===== src/rtl/vgroup_sequencer_pkg.sv =====
// Shared encodings for the vector group sequencer: VALU opcodes,
// operand-source selects, vlmul codes and the vlmul -> group-size map.
package vgroup_sequencer_pkg;

  localparam logic [3:0] VALU_ADD     = 4'h0;
  localparam logic [3:0] VALU_SUB     = 4'h1;
  localparam logic [3:0] VALU_AND     = 4'h2;
  localparam logic [3:0] VALU_OR      = 4'h3;
  localparam logic [3:0] VALU_XOR     = 4'h4;
  localparam logic [3:0] VALU_INVALID = 4'hF;

  localparam logic [1:0] SRC_VV   = 2'b00;
  localparam logic [1:0] SRC_VX   = 2'b01;
  localparam logic [1:0] SRC_VI   = 2'b10;
  localparam logic [1:0] SRC_NONE = 2'b11;

  localparam logic [2:0] VLMUL_1 = 3'b000;
  localparam logic [2:0] VLMUL_2 = 3'b001;
  localparam logic [2:0] VLMUL_4 = 3'b010;
  localparam logic [2:0] VLMUL_8 = 3'b011;

  typedef enum logic {
    ST_IDLE,
    ST_RUN
  } state_t;

  typedef struct packed {
    logic [3:0] op;
    logic [1:0] src;
  } uop_ctl_t;

  // Fractional LMUL still occupies one whole register.
  function automatic logic [3:0] vlmul_to_g(
    input logic [2:0] vlmul,
    input logic       grp_en
  );
    if (!grp_en || vlmul[2]) return 4'd1;
    return 4'd1 << vlmul[1:0];
  endfunction

endpackage


===== src/rtl/vgroup_sequencer_align.sv =====
// Group-size decode and register-group alignment check.
// Purely combinational; used by the sequencer at accept time.
module vgroup_align_check
  import vgroup_sequencer_pkg::*;
#(
  parameter int REG_IDX_W = 5,
  parameter int MAX_GRP   = 8
) (
  input  logic [2:0]           vlmul,
  input  logic                 grouping_enable,
  input  logic                 vv,
  input  logic [REG_IDX_W-1:0] vd,
  input  logic [REG_IDX_W-1:0] vs1,
  input  logic [REG_IDX_W-1:0] vs2,
  output logic [3:0]           grp,
  output logic                 aligned
);

  logic [REG_IDX_W-1:0] mask;
  logic                 fits;
  logic                 vd_ok;
  logic                 vs1_ok;
  logic                 vs2_ok;

  assign grp  = vlmul_to_g(vlmul, grouping_enable);
  assign mask = REG_IDX_W'(grp - 4'd1);
  assign fits = int'(grp) <= MAX_GRP;

  assign vd_ok  = (vd & mask) == '0;
  assign vs2_ok = (vs2 & mask) == '0;
  // vs1 is a scalar/imm field unless both sources are vregs.
  assign vs1_ok = !vv || ((vs1 & mask) == '0);

  assign aligned = fits && vd_ok && vs1_ok && vs2_ok;

endmodule


===== src/rtl/vgroup_sequencer.sv =====
// Expands one decoded vector instruction into per-register VALU
// micro-ops walking the LMUL register group.
module vgroup_sequencer
  import vgroup_sequencer_pkg::*;
#(
  parameter int REG_IDX_W = 5,
  parameter int SCALAR_W  = 32,
  parameter int MAX_GRP   = 8
) (
  input  logic                 clk,
  input  logic                 rst,
  input  logic                 issue_valid,
  output logic                 issue_ready,
  input  logic                 vRegWrite,
  input  logic [3:0]           valu_op,
  input  logic [1:0]           valu_src,
  input  logic                 grouping_enable,
  input  logic [2:0]           vlmul,
  input  logic [REG_IDX_W-1:0] vd,
  input  logic [REG_IDX_W-1:0] vs1,
  input  logic [REG_IDX_W-1:0] vs2,
  input  logic [SCALAR_W-1:0]  scalar_in,
  output logic                 uop_valid,
  input  logic                 uop_ready,
  output logic [3:0]           uop_op,
  output logic [1:0]           uop_src,
  output logic [REG_IDX_W-1:0] uop_vd,
  output logic [REG_IDX_W-1:0] uop_vs1,
  output logic [REG_IDX_W-1:0] uop_vs2,
  output logic [SCALAR_W-1:0]  uop_scalar,
  output logic                 uop_we,
  output logic                 uop_last,
  output logic                 op_done,
  output logic                 illegal
);

  localparam int IDX_W = (MAX_GRP > 1) ? $clog2(MAX_GRP) : 1;

  state_t               state_q;
  state_t               state_d;
  logic [IDX_W-1:0]     idx_q;
  logic [IDX_W-1:0]     idx_d;
  logic [IDX_W-1:0]     last_q;
  uop_ctl_t             ctl_q;
  logic [REG_IDX_W-1:0] vd_q;
  logic [REG_IDX_W-1:0] vs1_q;
  logic [REG_IDX_W-1:0] vs2_q;
  logic [SCALAR_W-1:0]  scalar_q;
  logic                 done_q;
  logic                 done_d;
  logic                 illegal_q;
  logic                 illegal_d;
  logic                 load;
  logic [3:0]           grp;
  logic                 aligned;
  logic [REG_IDX_W-1:0] idx_ext;

  vgroup_align_check #(
    .REG_IDX_W (REG_IDX_W),
    .MAX_GRP   (MAX_GRP)
  ) u_align (
    .vlmul           (vlmul),
    .grouping_enable (grouping_enable),
    .vv              (valu_src == SRC_VV),
    .vd              (vd),
    .vs1             (vs1),
    .vs2             (vs2),
    .grp             (grp),
    .aligned         (aligned)
  );

  assign issue_ready = state_q == ST_IDLE;
  assign uop_valid   = state_q == ST_RUN;
  assign uop_we      = uop_valid;
  assign uop_last    = uop_valid && (idx_q == last_q);

  always_comb begin
    state_d   = state_q;
    idx_d     = idx_q;
    done_d    = 1'b0;
    illegal_d = 1'b0;
    load      = 1'b0;
    unique case (state_q)
      ST_IDLE: begin
        if (issue_valid) begin
          if (!vRegWrite || valu_src == SRC_NONE) begin
            done_d = 1'b1;
          end else if (valu_op == VALU_INVALID || !aligned) begin
            illegal_d = 1'b1;
          end else begin
            load    = 1'b1;
            idx_d   = '0;
            state_d = ST_RUN;
          end
        end
      end
      ST_RUN: begin
        if (uop_ready) begin
          if (uop_last) begin
            state_d = ST_IDLE;
            idx_d   = '0;
            done_d  = 1'b1;
          end else begin
            idx_d = idx_q + IDX_W'(1);
          end
        end
      end
      default: state_d = ST_IDLE;
    endcase
  end

  always_ff @(posedge clk or posedge rst) begin
    if (rst) begin
      state_q   <= ST_IDLE;
      idx_q     <= '0;
      last_q    <= '0;
      ctl_q     <= '0;
      vd_q      <= '0;
      vs1_q     <= '0;
      vs2_q     <= '0;
      scalar_q  <= '0;
      done_q    <= 1'b0;
      illegal_q <= 1'b0;
    end else begin
      state_q   <= state_d;
      idx_q     <= idx_d;
      done_q    <= done_d;
      illegal_q <= illegal_d;
      if (load) begin
        last_q    <= IDX_W'(grp - 4'd1);
        ctl_q.op  <= valu_op;
        ctl_q.src <= valu_src;
        vd_q      <= vd;
        vs1_q     <= vs1;
        vs2_q     <= vs2;
        scalar_q  <= scalar_in;
      end
    end
  end

  assign idx_ext    = REG_IDX_W'(idx_q);
  assign uop_op     = ctl_q.op;
  assign uop_src    = ctl_q.src;
  assign uop_vd     = vd_q + idx_ext;
  assign uop_vs2    = vs2_q + idx_ext;
  assign uop_vs1    = (ctl_q.src == SRC_VV) ? vs1_q + idx_ext : vs1_q;
  assign uop_scalar = scalar_q;
  assign op_done    = done_q;
  assign illegal    = illegal_q;

endmodule

===== config.mk =====
export PLATFORM = sky130hd
export DESIGN_NAME = vgroup_sequencer
export DESIGN_NICKNAME = d
export VERILOG_FILES = /design/src/rtl/vgroup_sequencer_pkg.sv /design/src/rtl/vgroup_sequencer_align.sv /design/src/rtl/vgroup_sequencer.sv
export SDC_FILE = /design/constraint.sdc
export NUM_CORES = 1
export LEC_CHECK = 0
export BUFFER_PORTS_ARGS = -buffer_cell sky130_fd_sc_hd__buf_2
export CAP_MARGIN = 15
export CORE_MARGIN = 2
export CORE_UTILIZATION = 52
export DETAILED_ROUTE_END_ITERATION = 6
export GPL_TIMING_DRIVEN = 0
export PLACE_DENSITY_LB_ADDON = 0.05
export SYNTH_ARGS = -nofsm -noshare
export SYNTH_HDL_FRONTEND = slang
export SYNTH_SLANG_ARGS = --single-unit

===== constraint.sdc =====
create_clock -name clk -period 3.1 [get_ports clk]
set_input_delay 0.31 -clock clk [delete_from_list [all_inputs] [get_ports clk]]
set_output_delay 0.31 -clock clk [all_outputs]
set_load 0.01 [all_outputs]

; Yosys cells after proc, flatten, opt, wreduce, memory -nomap -nowiden
; Index checks and enable logic that the tools add are counted.
[totals]
output_inout_bits = 59
regBits = 62
input_bits = 62
[classes]
reduce_logical = 18
bitwise_logic = 4
n_addsub = 6
n_eq_ne = 7
shifts = 1
magnitude_cmp = 1
muxes = 26
[ops]
columns = op, count
row1 = adder 5 x 3 -> 5 bit, 3
row2 = AND 5 bit, 3
row3 = logical NOT 5 bit, 3
row4 = 2-to-1 mux 1 bit, 15
row5 = 2-to-1 mux 3 bit, 5
row6 = 2-to-1 mux 4 bit, 2
row7 = != test 2 bit (second input constant), 4
row8 = one-hot mux 3 bit (2 select lines), 1
row9 = 2-to-1 mux 5 bit, 1
row10 = subtractor 4 x 1 -> 5 bit (second input constant), 1
row11 = equality test 4 bit (second input constant), 1
row12 = less-or-equal comparator 4 bit (second input constant), 1
row13 = logical AND 1 bit, 4
row14 = logical NOT 1 bit, 4
row15 = logical NOT 2 bit, 2
row16 = logical OR 1 bit, 4
row17 = one-hot mux 1 bit (2 select lines), 2
row18 = AND reduction 4 bit, 1
row19 = << shifter 1 x 2 -> 4 bit (first input constant), 1
row20 = adder 3 x 1 -> 3 bit (second input constant), 1
row21 = equality test 3 bit, 1
row22 = subtractor 3 x 1 -> 3 bit (second input constant), 1
row23 = equality test 2 bit (second input constant), 1
row24 = NOT 1 bit, 1

; Logic depth before layout (Yosys ltp)
; Gate-level depths: netlist (run 1).
[logic_depth]
ltp_word = 16
ltp_mapped = 9
depth_no_buf = 8

; Cells and area by module
; From an unflattened synthesis (run 1), not the netlist that was laid out.
[unflattened]
cells_unflattened = 230
area_unflattened_um2 = 3233.1
[modules_own_cells]
columns = mod, area_per_inst_um2, seq_area_each_um2, cells_each, instances
row1 = vgroup_sequencer, 3065.4, 1551.5, 207, 1
row2 = vgroup_align_check, 167.7, 0.0, 23, 1

; Worst setup path before layout (run 1)
; OpenSTA, ideal clock, no wires.
[synth_path]
path_type = input -> register
from = input grouping_enable
to = register ctl_q, in the netlist uop_op[2]
required_time_ps = 2975
setup_ps = 125
stages = 9
arrival_time_ps = 2261
path_slack_ps = 714
path_buffers = 1
cell_sequence = nor2b_1 nand3b_1 ha_1 o21bai_1 o311ai_0 a311o_1 nor3_4 buf_6 mux2_2
[synth_between]
elab_chain_len = 16
[synth_lines]
columns = item, line
row1 = from (decl), vgroup_sequencer.sv:17  ; input logic grouping_enable,
row2 = logical NOT 1 bit *, vgroup_sequencer_pkg.sv:37  ; if (!grp_en || vlmul[2]) return 4'd1;
row3 = logical OR 1 bit *, vgroup_sequencer_pkg.sv:37
row4 = 2-to-1 mux 1 bit *, vgroup_sequencer_pkg.sv:37
row5 = 2-to-1 mux 4 bit *, vgroup_sequencer_pkg.sv:38  ; return 4'd1 << vlmul[1:0];
row6 = subtractor 4 x 1 -> 5 bit, vgroup_sequencer_align.sv:26  ; assign mask = REG_IDX_W'(grp - 4'd1);
row7 = AND 5 bit (on tied branches), "vgroup_sequencer_align.sv:29, vgroup_sequencer_align.sv:32"
row8 = logical NOT 5 bit (on tied branches), "vgroup_sequencer_align.sv:29, vgroup_sequencer_align.sv:32"
row9 = logical AND 1 bit / logical OR 1 bit (equally long branches), "vgroup_sequencer_align.sv:34, vgroup_sequencer_align.sv:32"
row10 = logical AND 1 bit, vgroup_sequencer_align.sv:34  ; assign aligned = fits && vd_ok && vs1_ok && vs2_ok;
row11 = logical AND 1 bit *, vgroup_sequencer_align.sv:34
row12 = logical NOT 1 bit *, vgroup_sequencer.sv:88  ; end else if (valu_op == VALU_INVALID || !aligned) begin
row13 = logical OR 1 bit *, vgroup_sequencer.sv:88
row14 = 2-to-1 mux 1 bit *, vgroup_sequencer.sv:88
row15 = 2-to-1 mux 1 bit *, vgroup_sequencer.sv:86  ; if (!vRegWrite || valu_src == SRC_NONE) begin
row16 = 2-to-1 mux 1 bit *, vgroup_sequencer.sv:85  ; if (issue_valid) begin
row17 = 2-to-1 mux 1 bit *, vgroup_sequencer.sv:83  ; unique case (state_q)
row18 = to (decl), vgroup_sequencer.sv:44  ; uop_ctl_t ctl_q;
; Mark *: on every way between the ends. The rest lies on a longest branch, timed or not.
; A chain may end at the register's enable or synchronous reset.

; Worst setup path in the final report (run 1)
[layout_path]
from = register idx_q[1]
to = output uop_vd[4]
[layout_between]
elab_chain_len = 1
[layout_lines]
columns = item, line
row1 = from (decl), vgroup_sequencer.sv:41  ; logic [IDX_W-1:0] idx_q;
row2 = from (signal assigned), vgroup_sequencer.sv:126  ; idx_q <= idx_d;
row3 = adder 5 x 3 -> 5 bit, vgroup_sequencer.sv:144  ; assign uop_vd = vd_q + idx_ext;
row4 = to (decl), vgroup_sequencer.sv:27  ; output logic [REG_IDX_W-1:0] uop_vd,
; No other way between the ends.

==> reports/qor.csv, run 1 <==
stage;metric;value;unit
worst_setup_path;worstPathArrival;2160;ps
layout;n_antenna_cell;0;
worst_setup_path;cp-startpoint;idx_q[1];
pwr;powerDensity;991;nW/um^2
floorplan;core;5540;um^2
clocking;cts_resized;0;
clocking;cts_root_buf;clkbuf_8;
synthesis;synth_seq_area_share;0.516;
floorplan;fp-row-count;27;
synthesis;synth_top_area_cell;dfrtp_1;
worst_setup_path;slowest_delay;520;ps
route;drc;0;
route;routed_wl;6.49;mm
synthesis;synth_area_per_cell;13.1;um^2
synthesis;synth_area;3000;um^2
worst_setup_path;critical_path_class;reg2out;
route;wl_per_cell;14.8;um
status;outcome;complete, no violations;
placement;place_hpwl;5.02;mm
placement;place_ws;313;ps
floorplan;die_w;80.0;um
worst_setup_path;cp.buffers_inverters;2;
synthesis;synth_warnings;0;
floorplan;die-height;80.0;um
timing;fmax;406;MHz
floorplan;ioPinCount;121;
clocking;cts_sinks;62;
clocking;post_cts_buffers;0;
global_route;grt_pass1_vias;2209;
clocking;worstSkewPairLatency;340;ps
pwr;leakagePower;1.96;nW
clocking;ctsLongestPathBuffers;2;
floorplan;initial_core_util;0.542;
worst_setup_path;cp_top_family;flip-flops;
run;cap_violations;0;
timing;layout_setup_ws;635;ps
layout;num-nets-final;438;
synthesis;synthCells;230;
layout;drive_gt1_frac;0.496;
route;drtPass1Iterations;4;
timing;final-setup-viol-count;0;
clocking;numCtsBuffers;9;
route;num_vias;2217;
placement;place_congestion;0.844;
clocking;cts-hold-fix-buffers;0;
global_route;grt_antenna_before_repair;0;
synthesis;synth_nets;306;
route;routed_via_density;5.05;
placement;port_buffers;120;
synthesis;ys_types;37;
route;route.met3.wl;381;um
floorplan;dieArea;6400;um^2
worst_hold_path;hold_class;in2async;
worst_setup_path;r2r-start;uop_valid;
worst_setup_path;start_kind;register;
clocking;cts.htree.levels;3;
global_route;grt_max_degree;37;
global_route;grt_pass1_wl;10.2;mm
timing;finalCritPeriodShare;0.795;
timing;min_period;2470;ps
worst_setup_path;critPathSlowestCell;dfrtp_1;
global_route;overflow;0;
layout;area_growth;29.9;%
timing;tightest_slew;588;ps
timing;hold_viol;0;
synthesis;synth.top_cells.by_area;dfrtp_1 52%, mux2_2 13%, mux2_1 7.9%;
synthesis;ys_ff_latch;62;
worst_setup_path;cp_max_fo;7;
layout;n_fill_cell;457;
clocking;cts_tree;yes;
worst_setup_path;path_cells;inv_1 > fa_1 > nor2b_1 > o21ai_0 > xnor2_1 > buf_2;
route;top_layer;met4;
route;postRouteAntennaNets;0;
route;drt_iter0_drc;41;
worst_setup_path;critPathCaptureType;output pin;
timing;rsz0062_at_grt;no;
worst_setup_path;worstPathRequired;2790;ps
global_route;grt_usage;0.215;
timing;skew;6.12;ps
route;m1WireLength;2.78;mm
route;wl_met2;3.23;mm
clocking;clkSlewWorstSetupHoldPaths;70;ps
timing;fin_tns_setup;0;ps
timing;slew_headroom;0.607;
pwr;ir_drop;0.560;mV
timing;drv_slew;0;
synthesis;synth_top_cell_area_share;0.516;
area by class of cell:
class	instances	area, um^2	area share
plain buffers	7	75.1	0.0192
clock buffers	13	169	0.0433
clock inverters	3	17.5	0.00449
inverters	15	56.3	0.0144
multi-input cells	146	1320	0.339
flip-flops and latches	62	1550	0.398
well taps	72	90.1	0.0231
repair buffers	121	621	0.159
power breakdown:
group	switching (mW)	internal, mW	leakage [nW]
Sequential	0.269	1.20	0.753
Clock	0.304	0.353	0.0954
Combinational	0.850	0.888	1.11
sequential cells by signal, summed over array words and instances (netlist names):
| register | count |
|---|---|
| vd_q | 5 |
| uop_scalar | 32 |
| uop_valid | 1 |
| illegal | 1 |
| uop_src | 2 |
| idx_q | 3 |
| vs1_q | 5 |
| op_done | 1 |
| last_q | 3 |
| vs2_q | 5 |
| uop_op | 4 |
Yosys cell counts:
| master | n |
|---|---|
| a32oi_1 | 1 |
| xnor2_1 | 9 |
| nor2b_1 | 6 |
| ha_1 | 11 |
| or2_2 | 1 |
| o21bai_1 | 1 |
| mux2_1 | 21 |
| nand3_1 | 2 |
| a21bo_2 | 1 |
| a211o_1 | 1 |
| o211ai_1 | 1 |
| dfrtp_1 | 62 |
| a311o_1 | 1 |
| a211oi_1 | 1 |
| fa_1 | 3 |
| o311ai_0 | 1 |
| a21oi_1 | 5 |
| nor4bb_1 | 1 |
| nand3b_1 | 2 |
| nand4_1 | 1 |
| nand2b_1 | 1 |
| nor2_1 | 7 |
| or3_1 | 1 |
| nor3_1 | 1 |
| o22ai_1 | 2 |
| buf_4 | 1 |
| nor4_1 | 1 |
| nand2_1 | 9 |
| buf_6 | 6 |
| inv_1 | 15 |
| o21ai_0 | 9 |
| nor3_4 | 1 |
| mux2_2 | 35 |
| o32ai_1 | 1 |
| xor2_1 | 3 |
| mux2i_1 | 2 |
| a21o_1 | 3 |
layer usage:
metal / vias to the layer above / track usage
li1: 1075 / -
met5: - / 0
met4: 0 / 0.108
met2: 70 / 0.345
met1: 1063 / 0.263
met3: 9 / 0.0611
stage by stage:
step                      power (mW)   util  hold WS, ps  std cells  cell area (um^2)
after floorplan                 2.53      -          445        230              3000
after global placement          3.17  0.667          462        422              3690
after CTS                       3.92  0.704         41.3        439              3900
final                           3.87  0.704         37.0        439              3900
after detailed placement        3.25  0.671          407        423              3710
after global routing            4.16  0.704         70.2        439              3900
final timing paths:
| check | endpoint | slack (ps) | cells past startpoint |
|---|---|---|---|
| worst max-delay path | uop_vd[4] | 630 | 6 |
| worst max register to register | vs2_q[3] | 1210 | 5 |
| worst min register to register | uop_scalar[11] | 480 | 1 |
| worst min-delay path | uop_scalar[9] | 40 | 2 |
| max in group asynchronous | uop_src[0] | 2470 | 3 |
| min in group clk | uop_scalar[25] | 180 | 2 |
cell families after synthesis:
logic type                 Yosys count  share of synthesized area
DFF                                 62                      0.516
muxes                               58                      0.217
and+or+nand+nor                     34                     0.0616
AOI/OAI and AO/OA                   28                     0.0608
xor gates and xnor gates            12                     0.0350
adders and majority gates           14                     0.0658
buffers and inverters               22                     0.0437
cells in the final DEF (no fill, tap or decap), drive strengths merged, types with 6 or more instances in the layout:
master and n:
inv 15, ha 11, xnor2 9, mux2 56, clkbuf 13, dfrtp 62, buf 128, o21ai 9
nand2 9, nor2 7, nor2b 6
Note: power is estimated with default switching activity, not from simulation.
==> inputs of run 2 (changes only) <==
--- a/config.mk
+++ b/config.mk
@@ -8,7 +8,7 @@
 export BUFFER_PORTS_ARGS = -buffer_cell sky130_fd_sc_hd__buf_2
 export CAP_MARGIN = 15
 export CORE_MARGIN = 2
-export CORE_UTILIZATION = 52
+export CORE_UTILIZATION = 44
 export DETAILED_ROUTE_END_ITERATION = 6
 export GPL_TIMING_DRIVEN = 0
 export PLACE_DENSITY_LB_ADDON = 0.05
==> constraint.sdc (replaced) <==
create_clock -name clk -period 2.2 [get_ports clk]
set_input_delay 0.22 -clock clk [delete_from_list [all_inputs] [get_ports clk]]
set_output_delay 0.22 -clock clk [all_outputs]
set_load 0.01 [all_outputs]
==> run 2 against run 1 <==
Against the previous run:
- worst hold slack lost 19 ps
- routed wire length grew 2.6%
- sequential share of layout area shrank 1.4 points
- count of clock-buffer cells in the layout shrank 2
- via count grew 2.1%
- critical path depth grew 1
- clock skew grew 5.2 ps
- flip-flop and latch count is the same
- critical endpoint is now uop_vs1[4]
- highest routed layer unchanged
==> reports/qor.csv, run 2 (same netlist as run 1, synthesis figures left out) <==
stage;metric;value;unit;change
worst_setup_path;critPathCaptureType;output pin;;unchanged
pwr;seqPwrFrac;0.361;;was 0.381
route;wl_per_cell;14.7;um;was 14.8 um
pwr;finalPower;5.67;mW;was 3.87 mW
timing;min_period;2100;ps;
floorplan;core;6680;um^2;was 5540 um^2
clocking;clkSlewWorstSetupHoldPaths;70;ps;about the same
floorplan;die_w;86.6;um;was 80.0 um
timing;drv_slew;0;;unchanged
worst_setup_path;cp.buffers_inverters;2;;unchanged
layout;stdcell_count;453;;was 439
floorplan;initial_core_util;0.450;;was 0.542
layout;final_cell_mix;120 x buf_2, 60 x dfrtp_1, 35 x mux2_2;;was 120 x buf_2, 62 x dfrtp_1, 35 x mux2_2
clocking;cts_root_buf;clkbuf_8;;unchanged
layout;area_growth;34.7;%;was 29.9%
route;routed_wl;6.66;mm;was 6.49 mm
global_route;grt_usage;0.190;;was 0.215
global_route;grt_pass1_vias;2270;;was 2209
worst_setup_path;slowest_delay;420;ps;was 520 ps
route;postRouteAntennaNets;0;;unchanged
route;drc;0;;unchanged
clocking;cts_tree;yes;;unchanged
layout;fin_area;4050;um^2;was 3900 um^2
timing;finalCritPeriodShare;0.955;;
clocking;cts_sinks;62;;unchanged
placement;place_congestion;0.779;;was 0.844
worst_setup_path;cp_top_family;adder cells;;was flip-flops
pwr;ir_drop;0.716;mV;was 0.560 mV
pwr;leakagePower;2.02;nW;was 1.96 nW
status;outcome;complete, no violations;;unchanged
route;routed_via_density;5.00;;was 5.05
layout;n_antenna_cell;0;;unchanged
worst_setup_path;worstPathArrival;1880;ps;was 2160 ps
layout;drive_gt1_frac;0.555;;was 0.496
worst_setup_path;critical_path_class;reg2out;;unchanged
floorplan;fp-row-count;30;;was 27
layout;num-nets-final;445;;was 438
route;drt_iter0_drc;52;;was 41
global_route;grt_antenna_before_repair;0;;unchanged
pwr;clockPowerShare;0.174;;was 0.170
floorplan;ioPinCount;121;;unchanged
layout;largest_register_ffs;32;;unchanged
clocking;worstSkewPairLatency;330;ps;was 340 ps
timing;tightest_slew;761;ps;was 588 ps
global_route;grt_pass1_wl;10.8;mm;was 10.2 mm
timing;skew;11.3;ps;was 6.12 ps
worst_setup_path;worstPathRequired;1980;ps;was 2790 ps
layout;postLayoutCoreUtil;0.606;;was 0.704
worst_setup_path;start_kind;register;;unchanged
clocking;numCtsBuffers;9;;unchanged
placement;place_hpwl;4.97;mm;was 5.02 mm
timing;fmax;476;MHz;
global_route;grt_max_degree;35;;was 37
pwr;p_int;3.63;mW;was 2.44 mW
pwr;combPwrFrac;0.465;;was 0.449
layout;final_common_cell;buf_2;;unchanged
timing;rsz0062_at_grt;yes;;was no
worst_hold_path;hold_class;in2async;;unchanged
run;cap_violations;0;;unchanged
placement;dp.cells;431;;was 423
worst_setup_path;critPathSlowestCell;dfrtp_2;;was dfrtp_1
timing;layout_setup_ws;99.4;ps;was 635 ps
floorplan;die-height;86.6;um;was 80.0 um
global_route;overflow;0;;unchanged
route;drtPass1Iterations;4;;unchanged
pwr;powerDensity;1400;nW/um^2;was 991 nW/um^2
worst_setup_path;cp_max_fo;4;;was 7
timing;final-setup-viol-count;0;;unchanged
route;num_vias;2264;;was 2217
timing;hold_viol;0;;unchanged
pwr;p_sw;2.05;mW;was 1.42 mW
timing;fin_tns_setup;0;ps;unchanged
placement;place_ws;-416;ps;was 313 ps
placement;placed_area;3760;um^2;was 3710 um^2
placement;port_buffers;120;;unchanged
worst_setup_path;path_cells;ha_2 > inv_1 > fa_2 > nor2b_2 > o211ai_1 > xnor2_1 > buf_2;;was inv_1 > fa_1 > nor2b_1 > o21ai_0 > xnor2_1 > buf_2
clocking;cts.htree.levels;3;;unchanged
pwr;p_sw_frac;0.361;;was 0.368
timing;slew_headroom;0.492;;was 0.607
timing;hold_ws;18.3;ps;was 37.0 ps
floorplan;dieArea;7500;um^2;was 6400 um^2
clocking;ctsLongestPathBuffers;2;;unchanged
-- run 2: cell count changes in the layout (fill, tap and decap cells not counted), sizes merged --
cell,change
buf,+7
clkbuf,-2
bufinv,+1
-- run 2: worst paths after layout --
kind	startpoint	end	slack (ps)	cells after the start
max	idx_q[0]	uop_vs1[4]	100	7
min	rst	uop_scalar[22]	20	2
max reg2reg	uop_valid	uop_op[3]	380	6
min reg2reg	uop_scalar[31]	uop_scalar[31]	480	1
max in group asynchronous	rst	uop_op[2]	1560	3
min in group clk	scalar_in[24]	uop_scalar[24]	100	2
-- run 2: cell type report --
| type | count | area (um^2) |
|---|---|---|
| Fill cell | 589 | 2640 |
| Buffer | 7 | 78.8 |
| Clock buffer | 11 | 141 |
| Tap cell | 80 | 100 |
| Sequential cell | 62 | 1550 |
| Timing Repair Buffer | 128 | 686 |
| Clock inverter | 4 | 47.5 |
| Multi-Input combinational cell | 146 | 1380 |
| Inverter | 15 | 56.3 |
-- run 2: worst reg2reg max path: stages (launching register included) --
cell,delay (ps)
dfrtp_1,460
nor2b_1,170
nand3_1,170
nor3_4,250
buf_12,150
buf_6,150
mux2_2,350
-- run 2: power groups by stage --
| stage | Clock, mW | Combinational [mW] | Sequential [mW] |
|---|---|---|---|
| after floorplan | 0 | 1.42 | 2.21 |
| after global placement | 0 | 2.50 | 2.07 |
| after detailed placement | 0 | 2.54 | 2.09 |
| after CTS | 1.01 | 2.62 | 2.05 |
| after global routing | 1.08 | 2.90 | 2.13 |
| final | 0.987 | 2.64 | 2.05 |
-- run 2: what timing repair did --
item | 4_1_cts | 5_1_grt
resized for setup | 2 | 12
setup endpoints to repair | 59 | 59
pin swaps | 1 | 2
hold buffers | 0 | 0
setup buffers | 4 | 3
-- run 2: per-layer routing --
layer | GRT usage | share of wire
met5 | 0 | 0
met4 | 0.0611 | 0.012
met3 | 0.0686 | 0.072
met2 | 0.303 | 0.47
met1 | 0.240 | 0.44
